<file path="config.mk">
export PLATFORM = sky130hd
export DESIGN_NAME = airlock_ctrl
export DESIGN_NICKNAME = d
export VERILOG_FILES = /design/src/rtl/airlock_pkg.sv /design/src/rtl/airlock_ctrl_timer.sv /design/src/rtl/airlock_ctrl.sv
export SDC_FILE = /design/constraint.sdc
export NUM_CORES = 1
export LEC_CHECK = 0
export ABC_AREA = 1
export CAP_MARGIN = 25
export CORE_MARGIN = 5
export CORE_UTILIZATION = 46
export DETAILED_ROUTE_END_ITERATION = 8
export HOLD_SLACK_MARGIN = 0.06
export PLACE_DENSITY = 0.74
export SYNTH_ARGS = -nofsm -noshare
export SYNTH_HDL_FRONTEND = slang
export SYNTH_SLANG_ARGS = --single-unit
export TNS_END_PERCENT = 50
</file>
<file path="constraint.sdc">
create_clock -name clk -period 1.4 [get_ports clk]
set_clock_uncertainty 0.05 [all_clocks]
set_input_delay 0.28 -clock clk [delete_from_list [all_inputs] [get_ports clk]]
set_output_delay 0.28 -clock clk [all_outputs]
set_load 0.05 [all_outputs]
</file>
<file path="src/rtl/airlock_pkg.sv">
// Shared types and encodings for the airlock sequencer.
// State set, door-select values and door status polarity.
package airlock_pkg;

  typedef enum logic [2:0] {
    IDLE_P,
    IDLE_D,
    PUMP_IN,
    PUMP_OUT,
    OPEN_WAIT,
    DOOR_OPEN,
    CLOSE_WAIT,
    FAULT
  } state_t;

  localparam logic SEL_INNER = 1'b0;
  localparam logic SEL_OUTER = 1'b1;

  localparam logic DOOR_CLOSED = 1'b1;

endpackage

</file>
<file path="src/rtl/airlock_ctrl_timer.sv">
// Loadable down-counter shared by pump phases and door timeouts.
// Saturates at zero; load has priority over the decrement.
module cycle_timer #(
  parameter int W = 4
) (
  input  logic         clk,
  input  logic         reset,
  input  logic         load,
  input  logic [W-1:0] value,
  output logic [W-1:0] count,
  output logic         zero
);

  always_ff @(posedge clk or posedge reset) begin
    if (reset) begin
      count <= '0;
    end else if (load) begin
      count <= value;
    end else if (count != '0) begin
      count <= count - 1'b1;
    end
  end

  assign zero = (count == '0);

endmodule

</file>
<file path="src/rtl/airlock_ctrl.sv">
// Two-door airlock sequencer: pumping, door commands, interlock.
// Any door misbehaviour latches FAULT until reset.
module airlock_ctrl #(
  parameter int PUMP_CYCLES  = 8,
  parameter int DOOR_TIMEOUT = 4
) (
  input  logic clk,
  input  logic reset,
  input  logic req_inner,
  input  logic req_outer,
  input  logic pass_done,
  input  logic inner_status,
  input  logic outer_status,
  output logic inner_open,
  output logic inner_close,
  output logic outer_open,
  output logic outer_close,
  output logic pump_in,
  output logic pump_out,
  output logic pressurized,
  output logic busy,
  output logic fault
);

  import airlock_pkg::*;

  localparam int MAXC = (PUMP_CYCLES > DOOR_TIMEOUT)
                      ? PUMP_CYCLES : DOOR_TIMEOUT;
  localparam int CW = $clog2(MAXC + 1);

  localparam logic [CW-1:0] PUMP_LD = CW'(PUMP_CYCLES);
  localparam logic [CW-1:0] DOOR_LD = CW'(DOOR_TIMEOUT);
  localparam logic [CW-1:0] ONE     = CW'(1);

  state_t state, state_d;
  logic sel, sel_d;
  // {inner_open, inner_close, outer_open, outer_close}
  logic [3:0] cmd_d, cmd_q;

  logic          t_load;
  logic [CW-1:0] t_val;
  logic [CW-1:0] t_cnt;
  logic          t_zero;

  logic sel_st, oth_st, both_cl, door_ph;
  logic press_c, fault_p;

  cycle_timer #(.W(CW)) u_timer (
    .clk   (clk),
    .reset (reset),
    .load  (t_load),
    .value (t_val),
    .count (t_cnt),
    .zero  (t_zero)
  );

  assign sel_st  = sel ? outer_status : inner_status;
  assign oth_st  = sel ? inner_status : outer_status;
  assign both_cl = (inner_status == DOOR_CLOSED)
                && (outer_status == DOOR_CLOSED);
  assign door_ph = (state == OPEN_WAIT)
                || (state == DOOR_OPEN)
                || (state == CLOSE_WAIT);

  always_comb begin
    state_d = state;
    sel_d   = sel;
    cmd_d   = 4'b0000;
    t_load  = 1'b0;
    t_val   = DOOR_LD;
    unique case (state)
      IDLE_P: begin
        if (!both_cl) begin
          state_d = FAULT;
        end else if (req_inner) begin
          sel_d   = SEL_INNER;
          cmd_d   = 4'b1000;
          t_load  = 1'b1;
          state_d = OPEN_WAIT;
        end else if (req_outer) begin
          t_load  = 1'b1;
          t_val   = PUMP_LD;
          state_d = PUMP_OUT;
        end
      end
      IDLE_D: begin
        if (!both_cl) begin
          state_d = FAULT;
        end else if (req_outer) begin
          sel_d   = SEL_OUTER;
          cmd_d   = 4'b0010;
          t_load  = 1'b1;
          state_d = OPEN_WAIT;
        end else if (req_inner) begin
          t_load  = 1'b1;
          t_val   = PUMP_LD;
          state_d = PUMP_IN;
        end
      end
      PUMP_IN, PUMP_OUT: begin
        if (!both_cl) begin
          state_d = FAULT;
        end else if (t_cnt == ONE) begin
          state_d = (state == PUMP_IN) ? IDLE_P : IDLE_D;
        end
      end
      OPEN_WAIT: begin
        if (oth_st != DOOR_CLOSED) begin
          state_d = FAULT;
        end else if (sel_st != DOOR_CLOSED) begin
          state_d = DOOR_OPEN;
        end else if (t_zero) begin
          state_d = FAULT;
        end
      end
      DOOR_OPEN: begin
        if (oth_st != DOOR_CLOSED) begin
          state_d = FAULT;
        end else if (pass_done) begin
          cmd_d   = sel ? 4'b0001 : 4'b0100;
          t_load  = 1'b1;
          state_d = CLOSE_WAIT;
        end
      end
      CLOSE_WAIT: begin
        if (oth_st != DOOR_CLOSED) begin
          state_d = FAULT;
        end else if (sel_st == DOOR_CLOSED) begin
          state_d = sel ? IDLE_D : IDLE_P;
        end else if (t_zero) begin
          state_d = FAULT;
        end
      end
      FAULT: begin
        state_d = FAULT;
      end
      default: begin
        state_d = FAULT;
      end
    endcase
  end

  always_ff @(posedge clk or posedge reset) begin
    if (reset) begin
      state   <= IDLE_P;
      sel     <= SEL_INNER;
      cmd_q   <= 4'b0000;
      fault_p <= 1'b1;
    end else begin
      state <= state_d;
      sel   <= sel_d;
      cmd_q <= cmd_d;
      // remember chamber pressure at the moment FAULT is entered
      if (state != FAULT) begin
        fault_p <= press_c;
      end
    end
  end

  assign press_c = (state == IDLE_P)
                || (door_ph && (sel == SEL_INNER));

  assign {inner_open, inner_close,
          outer_open, outer_close} = cmd_q;

  assign pump_in     = (state == PUMP_IN);
  assign pump_out    = (state == PUMP_OUT);
  assign fault       = (state == FAULT);
  assign busy        = (state != IDLE_P) && (state != IDLE_D);
  assign pressurized = fault ? fault_p : press_c;

endmodule

</file>
# Yosys cells after proc, flatten, opt, wreduce, memory -nomap -nowiden
# Cells that the tools add are included.
# Widths: inputs -> output; s select.
[op_classes]
n_reduce_logical = 15
n_bitwise = 1
n_addsub = 1
n_mux = 52
n_eq_ne = 18
[ops]
columns = ["op", "n"]
rows = [
  ["$mux 3", 18],
  ["$mux 4", 10],
  ["$pmux 3 s7", 1],
  ["$mux 1", 17],
  ["$eq 3x3->1 const B", 4],
  ["$pmux 4 s3", 1],
  ["$ne 3x3->1 const B", 3],
  ["$ne 2x2->1 const B", 4],
  ["$ne 4x4->1 const B", 2],
  ["$pmux 4 s2", 1],
  ["$eq 3x2->1 const B", 2],
  ["$reduce_and 5->1", 1],
  ["$eq 4x1->1 const B", 1],
  ["$logic_not 4->1", 1],
  ["$mux 2", 2],
  ["$reduce_and 4->1", 1],
  ["$reduce_bool 2->1", 2],
  ["$reduce_bool 4->1", 1],
  ["$sub 4x1->4 const B", 1],
  ["$eq 3x1->1 const B", 1],
  ["$logic_and 1x1->1", 3],
  ["$logic_not 3->1", 1],
  ["$logic_or 1x1->1", 3],
  ["$ne 3x1->1 const B", 1],
  ["5 further kinds", 5],
]
[word_totals]
out_inout_bits = 9
word_cells = 92
ff_bits = 13
in_bits = 7

# Longest topological paths before layout
# Gate-level depths: netlist (run 1).
[depth]
ltp_word = 6
ltp_mapped = 10
ltp_nobuf = 10

# By module
# From an unflattened synthesis (run 1), not the netlist that was laid out.
[hier_totals]
hier_cells = 151
area_unflattened_um2 = 983.4
[modules_own_cells]
columns = ["module", "area_each_um2", "cells_each", "seq_area_each_um2", "n_inst"]
rows = [
  ["airlock_ctrl", 724.4, 113, 226.5, 1],
  ["cycle_timer", 259.0, 38, 100.1, 1],
]

# Worst setup path after synthesis (run 1)
# OpenSTA, ideal clock, no wires.
[synth_path]
path_type = "register to output"
from = "register state[1]"
to = "output pressurized"
path_stages_with_launch = 5
t_arrival_ps = 1849
setup_slack_ps = -779
n_path_buf = 1
required_time_ps = 1070
path_cell_list = "dfrtp_1 buf_6 nand2_1 inv_1 o31ai_1"
[synth_via]
elab_chain_cells = 6
elab_cells_between_ends = 10
classes_between = "eq/ne: 4; mux: 1; reduce/logical: 5"
[synth_lines]
columns = ["item", "line", "text"]
rows = [
  ["start: declaration", "airlock_ctrl.sv:35", "state_t state, state_d;"],
  ["start signal: assignment", "airlock_ctrl.sv:150", "state <= state_d;"],
  ["$eq 3x3->1, on equally long branches", "airlock_ctrl.sv:61, airlock_ctrl.sv:62", ""],
  ["$logic_or 1x1->1", "airlock_ctrl.sv:62", "|| (state == DOOR_OPEN)"],
  ["$logic_or 1x1->1", "airlock_ctrl.sv:63", "|| (state == CLOSE_WAIT);"],
  ["$logic_and 1x1->1", "airlock_ctrl.sv:161", "|| (door_ph && (sel == SEL_INNER));"],
  ["$logic_or 1x1->1", "airlock_ctrl.sv:161", ""],
  ["$mux 1 (*)", "airlock_ctrl.sv:170", "assign pressurized = fault ? fault_p : press_c;"],
  ["end: declaration", "airlock_ctrl.sv:20", "output logic pressurized,"],
]
# Every way passes the cells marked *; elsewhere a longest branch is shown, timed or not.

# Worst setup path in the final report (run 1)
# Same ends and word-level chain as after synthesis.

==> flow_summary.yaml, run 1 <==
floorplanning:
  die_area_sq_mm: 0.00295
  ios: 16
  num_rows: 16
  fp.dieH_um: 54.3
  fp.dieW_um: 54.3
  start_util_pct: 46.9
  design.core.area_sq_mm: 0.00192
drt:
  wl_per_cell_um: 14.7
  wl_mm: 3.24
  num_vias: 1170
  drc: 0
  ant_nets: 0
  drt_iter0_markers: 59
  avgViaCountPerCell: 5.32
  dr.pass1.iters: 5
power:
  powerDensity_mw_per_mm2: 2160
  pwr-share-comb_pct: 73.3
  peakVddDrop_v: 0.00202
  switching_share_pct: 48.3
  p_sw_uw: 1660
  p_int_uw: 1780
  power_frac_clock_pct: 7.3
  leakagePower_uw: 0.000841
  power.share.sequential_pct: 19.4
cts:
  cts_made_buffers: 3
  tritoncts: "yes"
  clkTransAtPathRegs_ps: 90
  cts.path.max_buffers: 2
  ctsRootBufferMaster: "clkbuf_4"
  clock_sinks: 13
  clk_latency_ps: 290
  htree_levels: 1
placement:
  place_ws_ps: -415
  finalWeightedCongestion: 0.928
  hpwl_mm: 2.15
  portBuffers: 15
  dpl.cell_count: 206
timing:
  fmax_mhz: 588
  min_period_ps: 1700
  drv_slew: 0
  setup_ws_ps: -302
  finalSetupViolations: 13
  tightestPinTransition_ps: 269
  fin_setup_tns_ps: -1800
  finalHoldViolations: 0
  slew_headroom_pct: 82.0
  period_share_pct: 122
  rsz0062_at_grt: "true"
finish:
  drive_gt1_share_pct: 39.4
  postLayoutCoreUtil_pct: 83.0
  fin_nets: 203
  layout_commonest_cell: "buf_4"
  fill_cells: 123
  antenna_cells: 0
  area_delta_synth_final_pct: 76.8
  layout_common_cells: "buf_4, nand2_1, inv_1"
  stdcell_count: 220
yosys:
  ys_warn_count: 0
  ys_seq_elements: 13
  syn_area_per_cell_sq_um: 6.44
  synthesis.area_sq_um: 902
  synth_cell_types: 20
  yosys.area_share.xor_xnor_pct: 0.971
  seq_area_frac_synth_pct: 36.2
  synth_nets: 149
  synth_cells: 140
  synth_mux_area_share_pct: 0
  synth_compound_area_share_pct: 11.8
  synth_adder_area_share_pct: 2.77
  synth-simple-area-share_pct: 36.1
  synth_top_family_by_area: "simple AND/OR/NAND/NOR gates"
worst_setup_path:
  end_kind: "primary output"
  crit_arrival_ps: 1370
  worst-r2r-setup-slack_ps: -260
  critPathMaxStageDelay_ps: 470
  start_kind: "register"
  slowest_stage: "dfrtp_2"
  required_ps: 1070
  path_cells: "nand2_4, inv_1, o31ai_4, buf_12"
  cp_max_fo: 4
  path_class: "reg -> out"
global_route:
  grt_max_degree: 14
  first_global_vias: 1145
  antenna_found_initial: 0
  grt_pass1_wl_mm: 5.18
  track_usage_pct: 25.3
  grt_overflow: 0
status:
  violations: "setup timing"
  status: "finished with violations"
min_path:
  worstHoldPathType: "in -> async"
job:
  drv_cap: 0
==> cell usage after synthesis <==
cell type,n,share of area (%)
dfrtp_1,12,33
dfstp_2,1,2.9
o31ai_1,2,1.7
inv_1,23,9.6
nor3_1,6,3.3
a21oi_1,7,3.9
o21ai_0,6,3.3
ha_1,2,2.8
o22ai_1,1,0.69
buf_6,1,1.2
nor2_1,24,10
buf_2,1,0.55
inv_2,2,0.83
nor3_2,1,1.1
nand2_1,37,15
o21a_1,1,0.83
nand3_1,9,5.0
a31oi_1,2,1.4
xnor2_1,1,0.97
nor2_4,1,1.2
==> flip-flops by register name, indices dropped and copies added (netlist names) <==
signal         flops
cmd_q              4
fault_p            1
sel                1
state              3
u_timer.count      4
==> power groups by stage <==
stage | Clock, uW | Combinational (uW) | Sequential (uW)
after detailed placement | 0 | 2060 | 678
final | 250 | 2530 | 670
after global routing | 278 | 2720 | 686
after global placement | 0 | 2010 | 675
after CTS | 248 | 2330 | 662
after floorplan | 0 | 1230 | 649
==> final cells by class <==
cell class                 count  area [sq um]  share of cell area (%)
clock buffer                   4          26.3                    1.65
inverter                      25          98.8                    6.20
multi-input combinational    100           579                    36.3
sequential                    13           330                    20.7
tap                           27          33.8                    2.12
timing repair buffer          51           527                    33.0
==> critical path, delay by kind of cell (launching register included) <==
family / cells / cell delay (ps)
DFF: 1 / 470
buffers and inverters: 2 / 260
AOI/OAI and AO/OA: 1 / 240
and+or+nand+nor: 1 / 110
==> routing by layer <==
metal / vias up / GRT usage [%] / wire length, um
met2: 61 / 48.6 / 1710
met5: - / 0 / 0
met1: 539 / 26.4 / 1170
met3: 20 / 3.27 / 205
met4: 0 / 12.9 / 158
li1: 550 / - / -
==> cells by family (layout without fill, tap and decap cells) <==
| logic type | count (synthesis) | after routing |
|---|---|---|
| AO/OA/AOI/OAI | 19 | 19 |
| XOR/XNOR | 1 | 1 |
| adder cells (fa/ha/maj) | 2 | 2 |
| buffers and inverters | 27 | 80 |
| flip-flops | 13 | 13 |
| AND/OR/NAND/NOR | 78 | 78 |
==> path summary, 6_finish.rpt <==
path	start	to	cells past startpoint
worst max register to register	state[0]$_DFFE_PP0P_	state[0]$_DFFE_PP0P_	11
worst min-delay path	reset	u_timer.count[1]$_DFFE_PP0P_	3
worst min register to register	u_timer.count[0]$_DFFE_PP0P_	u_timer.count[0]$_DFFE_PP0P_	3
max in group asynchronous	reset	fault_p$_DFFE_PP1N_	3
min in group clk	inner_status	state[2]$_DFFE_PP0P_	4
worst max-delay path	state[1]$_DFFE_PP0P_	pressurized	4
==> stage by stage <==
stage	hold WS, ps	power [uW]	instance area, sq um
6_report	229	3450	1600
5_1_grt	256	3690	1600
4_1_cts	250	3240	1530
3_5_place_dp	503	2740	1400
3_3_place_gp	484	2680	1400
2_1_floorplan	106	1880	942
==> timing repair <==
item | CTS | global route
hold endpoints to repair | 0 | 0
pin swaps | 4 | 9
setup endpoints to repair | 13 | 16
resized for setup | 14 | 16
hold buffers | 0 | 0
setup buffers | 8 | 2
No activity file was read; power rests on OpenSTA's default activity.
==> run 2: changes to the inputs <==
--- a/config.mk
+++ b/config.mk
@@ -8,10 +8,11 @@
 export ABC_AREA = 1
 export CAP_MARGIN = 25
 export CORE_MARGIN = 5
-export CORE_UTILIZATION = 46
+export CORE_UTILIZATION = 55
+export CTS_CLUSTER_SIZE = 20
 export DETAILED_ROUTE_END_ITERATION = 8
 export HOLD_SLACK_MARGIN = 0.06
-export PLACE_DENSITY = 0.74
+export PLACE_DENSITY = 0.83
 export SYNTH_ARGS = -nofsm -noshare
 export SYNTH_HDL_FRONTEND = slang
 export SYNTH_SLANG_ARGS = --single-unit
==> constraint.sdc (replaced) <==
create_clock -name clk -period 2.1 [get_ports clk]
set_clock_uncertainty 0.05 [all_clocks]
set_input_delay 0.42 -clock clk [delete_from_list [all_inputs] [get_ports clk]]
set_output_delay 0.42 -clock clk [all_outputs]
set_load 0.05 [all_outputs]
==> flow_summary.yaml, run 2 (synthesis results as in run 1) <==
global_route:
  track_usage_pct: 19.6
  use_met3_pct: 3.55
  antenna_found_initial: 0
  top_usage_layer: "met2"
  use_met1_pct: 25.8
  grt_pass1_wl_mm: 3.88
  first_global_vias: 899
  gr-usage-met2_pct: 31.4
  grt_overflow: 0
  grt_max_degree: 14
floorplanning:
  start_util_pct: 59.2
  ios: 16
  fp.dieW_um: 50.5
  num_rows: 14
  design.core.area_sq_mm: 0.00152
  die_area_sq_mm: 0.00255
  fp.dieH_um: 50.5
cts:
  postCtsSetupBuffers: 0
  cts_made_buffers: 3
  clock_sinks: 13
  tritoncts: "yes"
  clk_latency_ps: 280
  clkTransAtPathRegs_ps: 90
  ctsRootBufferMaster: "clkbuf_4"
  htree_levels: 1
  cts.path.max_buffers: 2
min_path:
  worstHoldPathType: "in -> async"
timing:
  min_period_ps: 2010
  slew_headroom_pct: 66.7
  drv_slew: 0
  rsz0062_at_grt: "false"
  period_share_pct: 95.9
  finalSetupViolations: 0
  fin_setup_tns_ps: 0
  fmax_mhz: 496
  finalHoldViolations: 0
  tightestPinTransition_ps: 499
worst_setup_path:
  crit_path_end: "pressurized"
  end_kind: "primary output"
  start_kind: "register"
  reg2reg_from: "u_timer.count[0]$_DFFE_PP0P_"
  required_ps: 1630
  crit_arrival_ps: 1540
  r2r_end: "state[0]$_DFFE_PP0P_"
  reg2reg_depth: 10
  worst-r2r-setup-slack_ps: 490
  path_class: "reg -> out"
  cp_max_fo: 7
  startpoint: "state[2]$_DFFE_PP0P_"
placement:
  portBuffers: 15
  placed_cell_area_sq_mm: 0.00113
  hpwl_mm: 1.77
  dpl.cell_count: 173
  finalWeightedCongestion: 0.954
drt:
  drc: 0
  num_vias: 971
  wl_mm: 2.28
  drt_iter0_markers: 29
  avgViaCountPerCell: 5.49
  wl_per_cell_um: 12.9
  dr.pass1.iters: 4
  ant_nets: 0
job:
  drv_cap: 0
status:
  status: "complete, no violations"
finish:
  antenna_cells: 0
  top_regs: "cmd_q: 4 flops, u_timer.count: 4 flops, state: 3 flops"
  layout_common_cells: "nand2_1, inv_1, nor2_1"
  fill_cells: 115
  fin_area_sq_mm: 0.00116
  fin_nets: 171
  layout_commonest_cell: "nand2_1"
  area_delta_synth_final_pct: 28.7
  stdcell_count: 177
  postLayoutCoreUtil_pct: 76.2
  multi_input_area_sq_um: 473
  ff_latch_area_sq_um: 330
  drive_gt1_share_pct: 13.7
power:
  peakVddDrop_v: 0.000853
  powerDensity_mw_per_mm2: 1480
  leakagePower_uw: 0.000614
-- run 2: cell types whose count changed in the layout (fill, tap and decap cells not counted), moves of 3 or more --
| cell | delta |
|---|---|
| nor2_1 | +5 |
| buf_12 | -5 |
| nor3_1 | +3 |
| nand2_2 | -3 |
| clkdlybuf4s50_1 | +6 |
| nand2_1 | +5 |
| buf_6 | -3 |
| nor2_4 | -4 |
| buf_4 | -28 |
-- run 2: routing by layer --
| layer | routed length, um | part of all wire (%) | vias up |
|---|---|---|---|
| li1 | - | - | 477 |
| met1 | 1040 | 45 | 451 |
| met2 | 1060 | 47 | 39 |
| met3 | 145 | 6.4 | 4 |
| met4 | 31 | 1.4 | 0 |
| met5 | 0 | 0 | - |
-- run 2: power by group --
group / leakage [uW] / internal, uW / total, uW / switching [uW]
registers: 0.000154 / 350 / 462 / 112
clock network: 0.0000150 / 73.7 / 161 / 87.7
logic: 0.000445 / 430 / 1090 / 663
-- run 2: critical path, cell delays in order (launching register included) --
cell and delay, ps:
dfrtp_2 480, nor2_4 160, inv_2 80, nor2_1 170, a21oi_1 80, o31ai_2 110
buf_12 190
-- run 2: how the worst min path moves through the flow --
stage                                               to            start  cells past startpoint  slack [ps]
after floorplan                     cmd_q[0]$_DFF_PP0_            reset                      1         250
after global placement             fault_p$_DFFE_PP1N_  sel$_DFFE_PP0P_                      1         480
after detailed placement           fault_p$_DFFE_PP1N_  sel$_DFFE_PP0P_                      1         490
after CTS                           cmd_q[3]$_DFF_PP0_            reset                      2         430
after global routing      u_timer.count[0]$_DFFE_PP0P_            reset                      2         450
final                                  sel$_DFFE_PP0P_            reset                      2         400
-- run 2: cell type report --
cell class	instances	area share [%]
Clock buffer	4	2.26
Inverter	25	8.08
Multi-Input combinational cell	100	40.7
Sequential cell	13	28.4
Tap cell	16	1.72
Timing Repair Buffer	19	18.8
-- run 2: per-stage QoR --
stage               hold WS (ps)  total power, uW  setup WS (ps)
floorplan                    246             1190            201
CTS                          427             1700           69.6
global placement             481             1500            204
global route                 455             1860           14.4
finish                       403             1720           85.8
detailed placement           487             1530            159
-- run 2: what timing repair did --
action | in CTS | in global routing
setup endpoints to repair | 0 | 1
gates resized for setup | 0 | 3
hold endpoints to repair | 0 | 0
hold buffers | 0 | 0
